[config.mk]
export PLATFORM = sky130hd
export DESIGN_NAME = restoring_divider_seq_flat
export DESIGN_NICKNAME = d
export VERILOG_FILES = /design/src/rtl/arith_pkg.sv /design/src/rtl/restoring_divider_seq_if.sv /design/src/rtl/restoring_div_step.sv /design/src/rtl/restoring_divider_seq.sv /design/src/flat_wrapper.sv
export SDC_FILE = /design/constraint.sdc
export NUM_CORES = 1
export LEC_CHECK = 0
export BUFFER_PORTS_ARGS = -buffer_cell sky130_fd_sc_hd__buf_4
export CAP_MARGIN = 5
export CORE_MARGIN = 3
export CORE_UTILIZATION = 55
export DETAILED_ROUTE_END_ITERATION = 12
export PLACE_DENSITY = 0.78
export SETUP_SLACK_MARGIN = 0.02
export SKIP_CTS_REPAIR_TIMING = 1
export SLEW_MARGIN = 20
export SYNTH_ARGS = -nofsm -noshare
export SYNTH_HDL_FRONTEND = slang
export SYNTH_SLANG_ARGS = --single-unit
[constraint.sdc]
create_clock -name clk -period 3.1 [get_ports clk]
set_input_delay 0.31 -clock clk [delete_from_list [all_inputs] [get_ports clk]]
set_output_delay 0.31 -clock clk [all_outputs]
set_load 0.005 [all_outputs]
[src/rtl/arith_pkg.sv]
// rtl/arith_pkg.sv - shared types and constants for the arithmetic engines
package arith_pkg;

  typedef enum logic [1:0] {
    IDLE = 2'd0,
    RUN  = 2'd1,
    FIN  = 2'd2
  } div_state_t;

  // Quotient reported on divide-by-zero; sliced to the engine width.
  localparam logic [31:0] QUOT_DBZ = 32'hFFFF_FFFF;

  function automatic int cnt_width(input int width);
    return $clog2(width + 1);
  endfunction

endpackage

[src/rtl/restoring_divider_seq_if.sv]
// rtl/restoring_divider_seq_if.sv - start/busy/done handshake and operand/result bus of the divider
interface restoring_divider_seq_if #(
  parameter int WIDTH = 8
) ();

  logic             start;
  logic [WIDTH-1:0] dividend;
  logic [WIDTH-1:0] divisor;
  logic             busy;
  logic             done;
  logic [WIDTH-1:0] quotient;
  logic [WIDTH-1:0] remainder;
  logic             div_by_zero;

  modport master (
    output start, dividend, divisor,
    input  busy, done, quotient, remainder, div_by_zero
  );

  modport slave (
    input  start, dividend, divisor,
    output busy, done, quotient, remainder, div_by_zero
  );

endinterface

[src/rtl/restoring_div_step.sv]
// rtl/restoring_div_step.sv - one combinational shift/subtract/restore iteration
module restoring_div_step #(
  parameter int WIDTH = 8
) (
  input  logic [WIDTH:0]   a_i,
  input  logic [WIDTH-1:0] q_i,
  input  logic [WIDTH-1:0] m_i,
  output logic [WIDTH:0]   a_o,
  output logic [WIDTH-1:0] q_o
);

  logic [WIDTH:0]   a_sh;
  logic [WIDTH-1:0] q_sh;
  logic [WIDTH:0]   trial;

  // A stays below M, so its top bit is always clear and may be shifted out.
  assign a_sh  = {a_i[WIDTH-1:0], q_i[WIDTH-1]};
  assign q_sh  = {q_i[WIDTH-2:0], 1'b0};
  assign trial = a_sh - {1'b0, m_i};

  always_comb begin
    a_o = a_sh;
    q_o = q_sh;
    if (!trial[WIDTH]) begin
      a_o = trial;
      q_o = {q_sh[WIDTH-1:1], 1'b1};
    end
  end

endmodule

[src/rtl/restoring_divider_seq.sv]
// rtl/restoring_divider_seq.sv - sequential unsigned restoring divider, one quotient bit per clock
module restoring_divider_seq
  import arith_pkg::*;
#(
  parameter int WIDTH = 8
) (
  input  logic                    clk,
  input  logic                    rst,
  restoring_divider_seq_if.slave  bus
);

  localparam int CNT_W = cnt_width(WIDTH);
  localparam logic [WIDTH-1:0] ALL_ONES = QUOT_DBZ[WIDTH-1:0];

  div_state_t       state_q, state_d;
  logic [WIDTH:0]   a_q, a_d;
  logic [WIDTH-1:0] q_q, q_d;
  logic [WIDTH-1:0] m_q, m_d;
  logic [CNT_W-1:0] cnt_q, cnt_d;
  logic             busy_q, busy_d;
  logic             done_q, done_d;
  logic [WIDTH-1:0] quot_q, quot_d;
  logic [WIDTH-1:0] rem_q, rem_d;
  logic             dbz_q, dbz_d;

  logic [WIDTH:0]   step_a;
  logic [WIDTH-1:0] step_q;

  restoring_div_step #(.WIDTH(WIDTH)) u_step (
    .a_i (a_q),
    .q_i (q_q),
    .m_i (m_q),
    .a_o (step_a),
    .q_o (step_q)
  );

  always_ff @(posedge clk) begin
    if (rst) begin
      state_q <= IDLE;
      a_q     <= '0;
      q_q     <= '0;
      m_q     <= '0;
      cnt_q   <= '0;
      busy_q  <= 1'b0;
      done_q  <= 1'b0;
      quot_q  <= '0;
      rem_q   <= '0;
      dbz_q   <= 1'b0;
    end else begin
      state_q <= state_d;
      a_q     <= a_d;
      q_q     <= q_d;
      m_q     <= m_d;
      cnt_q   <= cnt_d;
      busy_q  <= busy_d;
      done_q  <= done_d;
      quot_q  <= quot_d;
      rem_q   <= rem_d;
      dbz_q   <= dbz_d;
    end
  end

  always_comb begin
    state_d = state_q;
    a_d     = a_q;
    q_d     = q_q;
    m_d     = m_q;
    cnt_d   = cnt_q;
    busy_d  = busy_q;
    done_d  = 1'b0;
    quot_d  = quot_q;
    rem_d   = rem_q;
    dbz_d   = dbz_q;
    case (state_q)
      IDLE: begin
        // The done cycle is spent in IDLE; a start seen then is ignored.
        if (bus.start && !done_q) begin
          m_d     = bus.divisor;
          q_d     = bus.dividend;
          a_d     = '0;
          cnt_d   = CNT_W'(WIDTH);
          busy_d  = 1'b1;
          state_d = (bus.divisor == '0) ? FIN : RUN;
        end
      end
      RUN: begin
        a_d   = step_a;
        q_d   = step_q;
        cnt_d = cnt_q - CNT_W'(1);
        if (cnt_q == CNT_W'(1)) begin
          state_d = FIN;
        end
      end
      FIN: begin
        done_d  = 1'b1;
        busy_d  = 1'b0;
        state_d = IDLE;
        if (m_q == '0) begin
          quot_d = ALL_ONES;
          rem_d  = q_q;
          dbz_d  = 1'b1;
        end else begin
          quot_d = q_q;
          rem_d  = a_q[WIDTH-1:0];
          dbz_d  = 1'b0;
        end
      end
      default: begin
        state_d = IDLE;
        busy_d  = 1'b0;
      end
    endcase
  end

  assign bus.busy        = busy_q;
  assign bus.done        = done_q;
  assign bus.quotient    = quot_q;
  assign bus.remainder   = rem_q;
  assign bus.div_by_zero = dbz_q;

endmodule

[src/flat_wrapper.sv]
// flat-port wrapper written by rule: the top's interface ports become plain ports
module restoring_divider_seq_flat import arith_pkg::*;
#(
  parameter int WIDTH = 8
)
  (clk, rst, bus_start, bus_dividend, bus_divisor, bus_busy, bus_done, bus_quotient, bus_remainder, bus_div_by_zero);
  restoring_divider_seq_if #(.WIDTH(WIDTH)) bus_i ();
  input  logic clk;
  input  logic rst;
  input wire logic [$bits(bus_i.start)-1:0] bus_start;
  input wire logic [$bits(bus_i.dividend)-1:0] bus_dividend;
  input wire logic [$bits(bus_i.divisor)-1:0] bus_divisor;
  output wire logic [$bits(bus_i.busy)-1:0] bus_busy;
  output wire logic [$bits(bus_i.done)-1:0] bus_done;
  output wire logic [$bits(bus_i.quotient)-1:0] bus_quotient;
  output wire logic [$bits(bus_i.remainder)-1:0] bus_remainder;
  output wire logic [$bits(bus_i.div_by_zero)-1:0] bus_div_by_zero;
  assign bus_i.start = bus_start;
  assign bus_i.dividend = bus_dividend;
  assign bus_i.divisor = bus_divisor;
  assign bus_busy = bus_i.busy;
  assign bus_done = bus_i.done;
  assign bus_quotient = bus_i.quotient;
  assign bus_remainder = bus_i.remainder;
  assign bus_div_by_zero = bus_i.div_by_zero;
  restoring_divider_seq #(.WIDTH(WIDTH)) u_core (.clk(clk), .rst(rst), .bus(bus_i));
endmodule
# ---- After elaboration in Yosys (flattened, before gate mapping)
# Index checks and enable logic that the tools add are counted.
dict set report op_classes {
  add_sub_neg 2
  n_eq_ne 5
  n_mux 18
  bitwise 1
  n_reduce_logical 10
}
# operator n
set op_table {}
lappend op_table {{$mux 8} 5}
lappend op_table {{$pmux 8 s2} 2}
lappend op_table {{$logic_not 8->1} 2}
lappend op_table {{$sub 9x8->9} 1}
lappend op_table {{$pmux 4 s2} 1}
lappend op_table {{$reduce_and 2->1} 4}
lappend op_table {{$mux 2} 3}
lappend op_table {{$eq 4x1->1 const B} 1}
lappend op_table {{$mux 1} 4}
lappend op_table {{$mux 4} 1}
lappend op_table {{$ne 2x1->1 const B} 2}
lappend op_table {{$pmux 2 s2} 1}
lappend op_table {{$sub 4x1->4 const B} 1}
lappend op_table {{$eq 2x1->1 const B} 1}
lappend op_table {{$eq 2x2->1 const B} 1}
lappend op_table {{$logic_not 2->1} 1}
lappend op_table {{$pmux 1 s2} 1}
lappend op_table {{$reduce_bool 2->1} 1}
lappend op_table {{$logic_and 1x1->1} 1}
lappend op_table {{$logic_not 1->1} 1}
lappend op_table {{$not 1->1} 1}
dict set report totals {
  ff_bits 49
  input_bits 19
  output_inout_bits 19
  word_cells 46
}

# ---- Logic depth before layout (Yosys ltp)
dict set report logic_depth {
  ltp_word 4
  ltp_mapped 11
  ltp_nobuf 10
}

# ---- Cells and area by module
# From an unflattened synthesis, not the netlist that was laid out.
dict set report hier_totals {
  hier_cells 323
  area_unflattened_um2 2680.1
}
# mod instances cells_per_inst area_per_inst_um2 seq_area_each_um2
set modules_own_cells {}
lappend modules_own_cells {restoring_divider_seq 1 245 2119.5 1001.0}
lappend modules_own_cells {restoring_div_step 1 78 560.5 0.0}

# ---- Worst setup path after synthesis
# OpenSTA, ideal clock, no wires.
dict set report synth_timing {
  path_type {flip-flop to flip-flop}
  from {reg u_core.q_q[7]}
  to {reg u_core.q_q[0]}
  setup_ps 128
  arrival_ps 2306
  required_ps 2972
  setup_slack_ps 667
  path_stages_with_launch 12
  n_path_buf 1
  period_less_slack_ps 2433
  cell_sequence {dfxtp_1 > inv_1 > ha_1 > inv_1 > fa_1 > a211oi_2 > nor3_2 > mux2i_1 > a2111o_1 > buf_6 > a222oi_1 > nor2_1}
}
dict set report synth_via {
  elab_chain_cells 3
}
# element line_no
set synth_lines {}
lappend synth_lines {{start, declared} restoring_divider_seq.sv:17} ;# logic [WIDTH-1:0] q_q, q_d;
lappend synth_lines {{start signal, assigned} restoring_divider_seq.sv:52} ;# q_q <= q_d;
lappend synth_lines {{$sub 9x8->9} restoring_div_step.sv:19} ;# assign trial = a_sh - {1'b0, m_i};
lappend synth_lines {{$mux 1} restoring_div_step.sv:24} ;# if (!trial[WIDTH]) begin
lappend synth_lines {{$pmux 8 s2} restoring_divider_seq.sv:74} ;# case (state_q)
# No other way between the ends.
# A chain may end at the register's enable or synchronous reset.

# ---- Worst setup path after layout
# Ends and elaborated chain as after synthesis.

==> flow_summary.yaml <==
worst_setup_path:
  critPathSlowestCell: "a2111o_1"
  cp_cell_sequence: "inv_1, ha_1, inv_1, fa_1, a211oi_2, nor3_2, mux2i_1, a2111o_1, a222oi_1, nor2_1"
  r2r_end: "u_core.q_q[0]$_SDFFE_PP0P_"
  critPathLaunch: "u_core.q_q[7]$_SDFFE_PP0P_"
  worst_path_largest_cell_delay_ns: 0.59
  worstSetupPathType: "reg -> reg"
  start_kind: "flop"
  crit_fanout: 9
  crit_end: "u_core.q_q[0]$_SDFFE_PP0P_"
  critPathBufInv: 2
  path_common_cell: "inv_1"
  reg2reg_from: "u_core.q_q[7]$_SDFFE_PP0P_"
  crit_required_ns: 3.28
  reg2reg_slack_ns: 0.39
  path_delay_family: "compound AO/OA/AOI/OAI gates"
  cp-end-kind: "flop"
  timing.reg2reg.worst_path_depth: 10
  path_depth: 10
  arrival_ns: 2.90
timing:
  worst_pin_slew_ns: 0.6503
  fin_hold_ws_ns: 0.2616
  fin_ws_ns: 0.3875
  min_period_over_period: 0.8750
  relSlewSlack: 0.5649
  fin_crit_ns: 2.713
  setup_viol_count_final: 0
  fmax_mhz: 368.7
  rsz0062_at_grt: "false"
  finClkSkew_ns: 0.008418
  finalHoldViolCount: 0
  setup_tns_ns: 0
  final-max-slew-violation-count: 0
synthesis:
  synth_top_area_share: 0.4186
  yosysSeqAreaShare: 0.4186
  ys_async_sr_fraction: 0
  yosysTopAreaCell: "dfxtp_1"
  netlist_area_um2: 2343
  synthCells: 287
  synth_nets: 317
  synthTopCellsByCount: "dfxtp_1, nand2_1, nor2_1"
  yosys_warnings: 0
  synth_seq_cells: 49
  synth.most_common_cell: "dfxtp_1"
  synthFlopType: "dfxtp_1"
  synth.area.top_cells: "dfxtp_1, nand2_1, nor2_1, ha_1, a21oi_1"
  synth_edf_count: 0
  syn_avg_cell_area_um2: 8.165
  ys_types: 38
cells_and_area:
  fin_area_um2: 2744
  nFillCells: 360
  diodes: 0
  nets: 346
  syn_to_final_growth_pct: 17.08
  seq_area_um2: 980.9
  multi_input_area_um2: 1231
  drive_gt1_frac: 0.1609
route:
  dr.pass1.iters: 4
  drt_wl_total_um: 5032
  vias_per_cell: 5.659
  drt-wirelength-per-cell_um: 13.71
  ant_nets: 0
  drtIter0Drc: 147
  drc_errors: 0
  vias: 2077
place:
  place_hpwl_um: 3795
  port_buffers: 37
  placed_area_um2: 2624
  globalplace.congestion: 0.8920
  dp_slack_ns: 0.4059
global_routing:
  grt_usage: 0.2113
  grt_pass1_vias: 1911
  grt_pass1_wl_um: 8735
  grt_antenna_before_repair: 0
  grt-ovfl-total: 0
  grt_max_degree: 45
clock_tree:
  cts_tree: "built"
  cts-root-buf: "clkbuf_8"
  clk_path_buf_depth: 2
  insertion_delay_ns: 0.30
  path_clk_slew_ns: 0.09
  h-tree-depth: 2
  cts_buffers: 5
  cts_sinks: 49
floorplanning:
  ios: 38
  dieArea_um2: 5080
  die_w_um: 71.28
  rows: 23
  fp.dieH_um: 71.28
  core_area_um2: 4058
  start_util: 0.5776
pwr:
  total_leakage_power_nw: 1.086
  power_density_nw_per_um2: 566.7
  vdd_drop_max_mv: 0.3176
  finalPower_mw: 1.555
min_path:
  hp-class: "in -> reg"
  hp-start: "bus_divisor[7]"
job:
  maxCapViolCount: 0
status:
  outcome: "completed"
-- logic make-up (layout without fill, tap and decap cells) --
logic type / Yosys count / in the layout / share of synthesized area
AOI/OAI and AO/OA: 62 / 62 / 0.1837
xor gates and xnor gates: 5 / 5 / 0.01869
adders and majority gates: 11 / 11 / 0.06193
buffers and inverters: 32 / 62 / 0.05819
DFF: 49 / 49 / 0.4186
muxes: 9 / 9 / 0.03844
and+or+nand+nor: 119 / 119 / 0.2205
-- flip-flops by register name, indices dropped and copies added, names as in the netlist --
| register | count |
|---|---|
| u_core.bus.remainder | 8 |
| u_core.q_q | 8 |
| u_core.bus.quotient | 8 |
| u_core.a_q | 8 |
| u_core.bus.done | 1 |
| u_core.bus.busy | 1 |
| u_core.bus.div_by_zero | 1 |
| u_core.state_q | 2 |
| u_core.m_q | 8 |
| u_core.cnt_q | 4 |
-- worst min-delay path by stage --
stage,slack (ns),cells after the start,endpoint
5_1_grt,0.26,3,u_core.m_q[6]$_SDFFE_PP0P_
2_1_floorplan,0.44,1,u_core.cnt_q[3]$_SDFFE_PP0P_
3_5_place_dp,0.45,2,u_core.bus.div_by_zero$_SDFFE_PP0P_
3_3_place_gp,0.44,2,u_core.bus.div_by_zero$_SDFFE_PP0P_
6_report,0.26,3,u_core.m_q[7]$_SDFFE_PP0P_
4_1_cts,0.26,3,u_core.m_q[4]$_SDFFE_PP0P_
-- final cells by class --
type | instances | share of cell area
clock buffers | 6 | 0.03010
clock inverters | 2 | 0.01368
inverters | 15 | 0.02052
multi-input cells | 206 | 0.4487
flip-flops and latches | 49 | 0.3575
well taps | 50 | 0.02280
repair buffers | 39 | 0.1067
-- cell usage in the layout, fill, tap and decap left out, types with 2 or more instances in the layout --
cell / n
nor2b_1: 2
xnor2_1: 3
mux2i_1: 9
nor2_1: 36
nand2b_1: 4
nand2_1: 47
buf_4: 39
ha_1: 10
o21ai_0: 2
a31oi_1: 2
o21ai_1: 7
xor2_1: 2
inv_1: 15
a311oi_1: 9
nor4_1: 5
a21oi_1: 22
o21bai_1: 2
a222oi_1: 8
nor3_2: 2
dfxtp_1: 49
clkbuf_8: 6
nand3_1: 2
a21o_1: 2
nor3_1: 18
-- metrics by stage --
step / cells / utilization
2_1_floorplan: 287 / -
3_3_place_gp: 359 / 0.6466
3_5_place_dp: 359 / 0.6466
4_1_cts: 367 / 0.6762
5_1_grt: 367 / 0.6762
6_report: 367 / 0.6762
-- worst reg2reg max path, stage by stage, from the launching register on --
cell      delay (ns)
dfxtp_1         0.34
inv_1           0.09
ha_1            0.14
inv_1           0.05
fa_1            0.43
a211oi_2        0.30
nor3_2          0.08
mux2i_1         0.12
a2111o_1        0.59
a222oi_1        0.38
nor2_1          0.07
-- routing by layer --
metal,vias to the layer above,part of all wire,GRT usage
met5,-,0,0
met4,0,0.012,0.05010
met3,7,0.056,0.05189
met2,54,0.46,0.3306
met1,948,0.47,0.2955
li1,1068,-,-
-- report_power, final --
| group | switching (mW) | internal [mW] | total, mW | leakage, nW |
|---|---|---|---|---|
| clock network | 0.205 | 0.262 | 0.467 | 0.0574 |
| logic | 0.212 | 0.174 | 0.387 | 0.630 |
| registers | 0.0368 | 0.665 | 0.702 | 0.399 |
| total | 0.454 | 1.10 | 1.55 | 1.09 |
(Power assumes the default switching activity.)
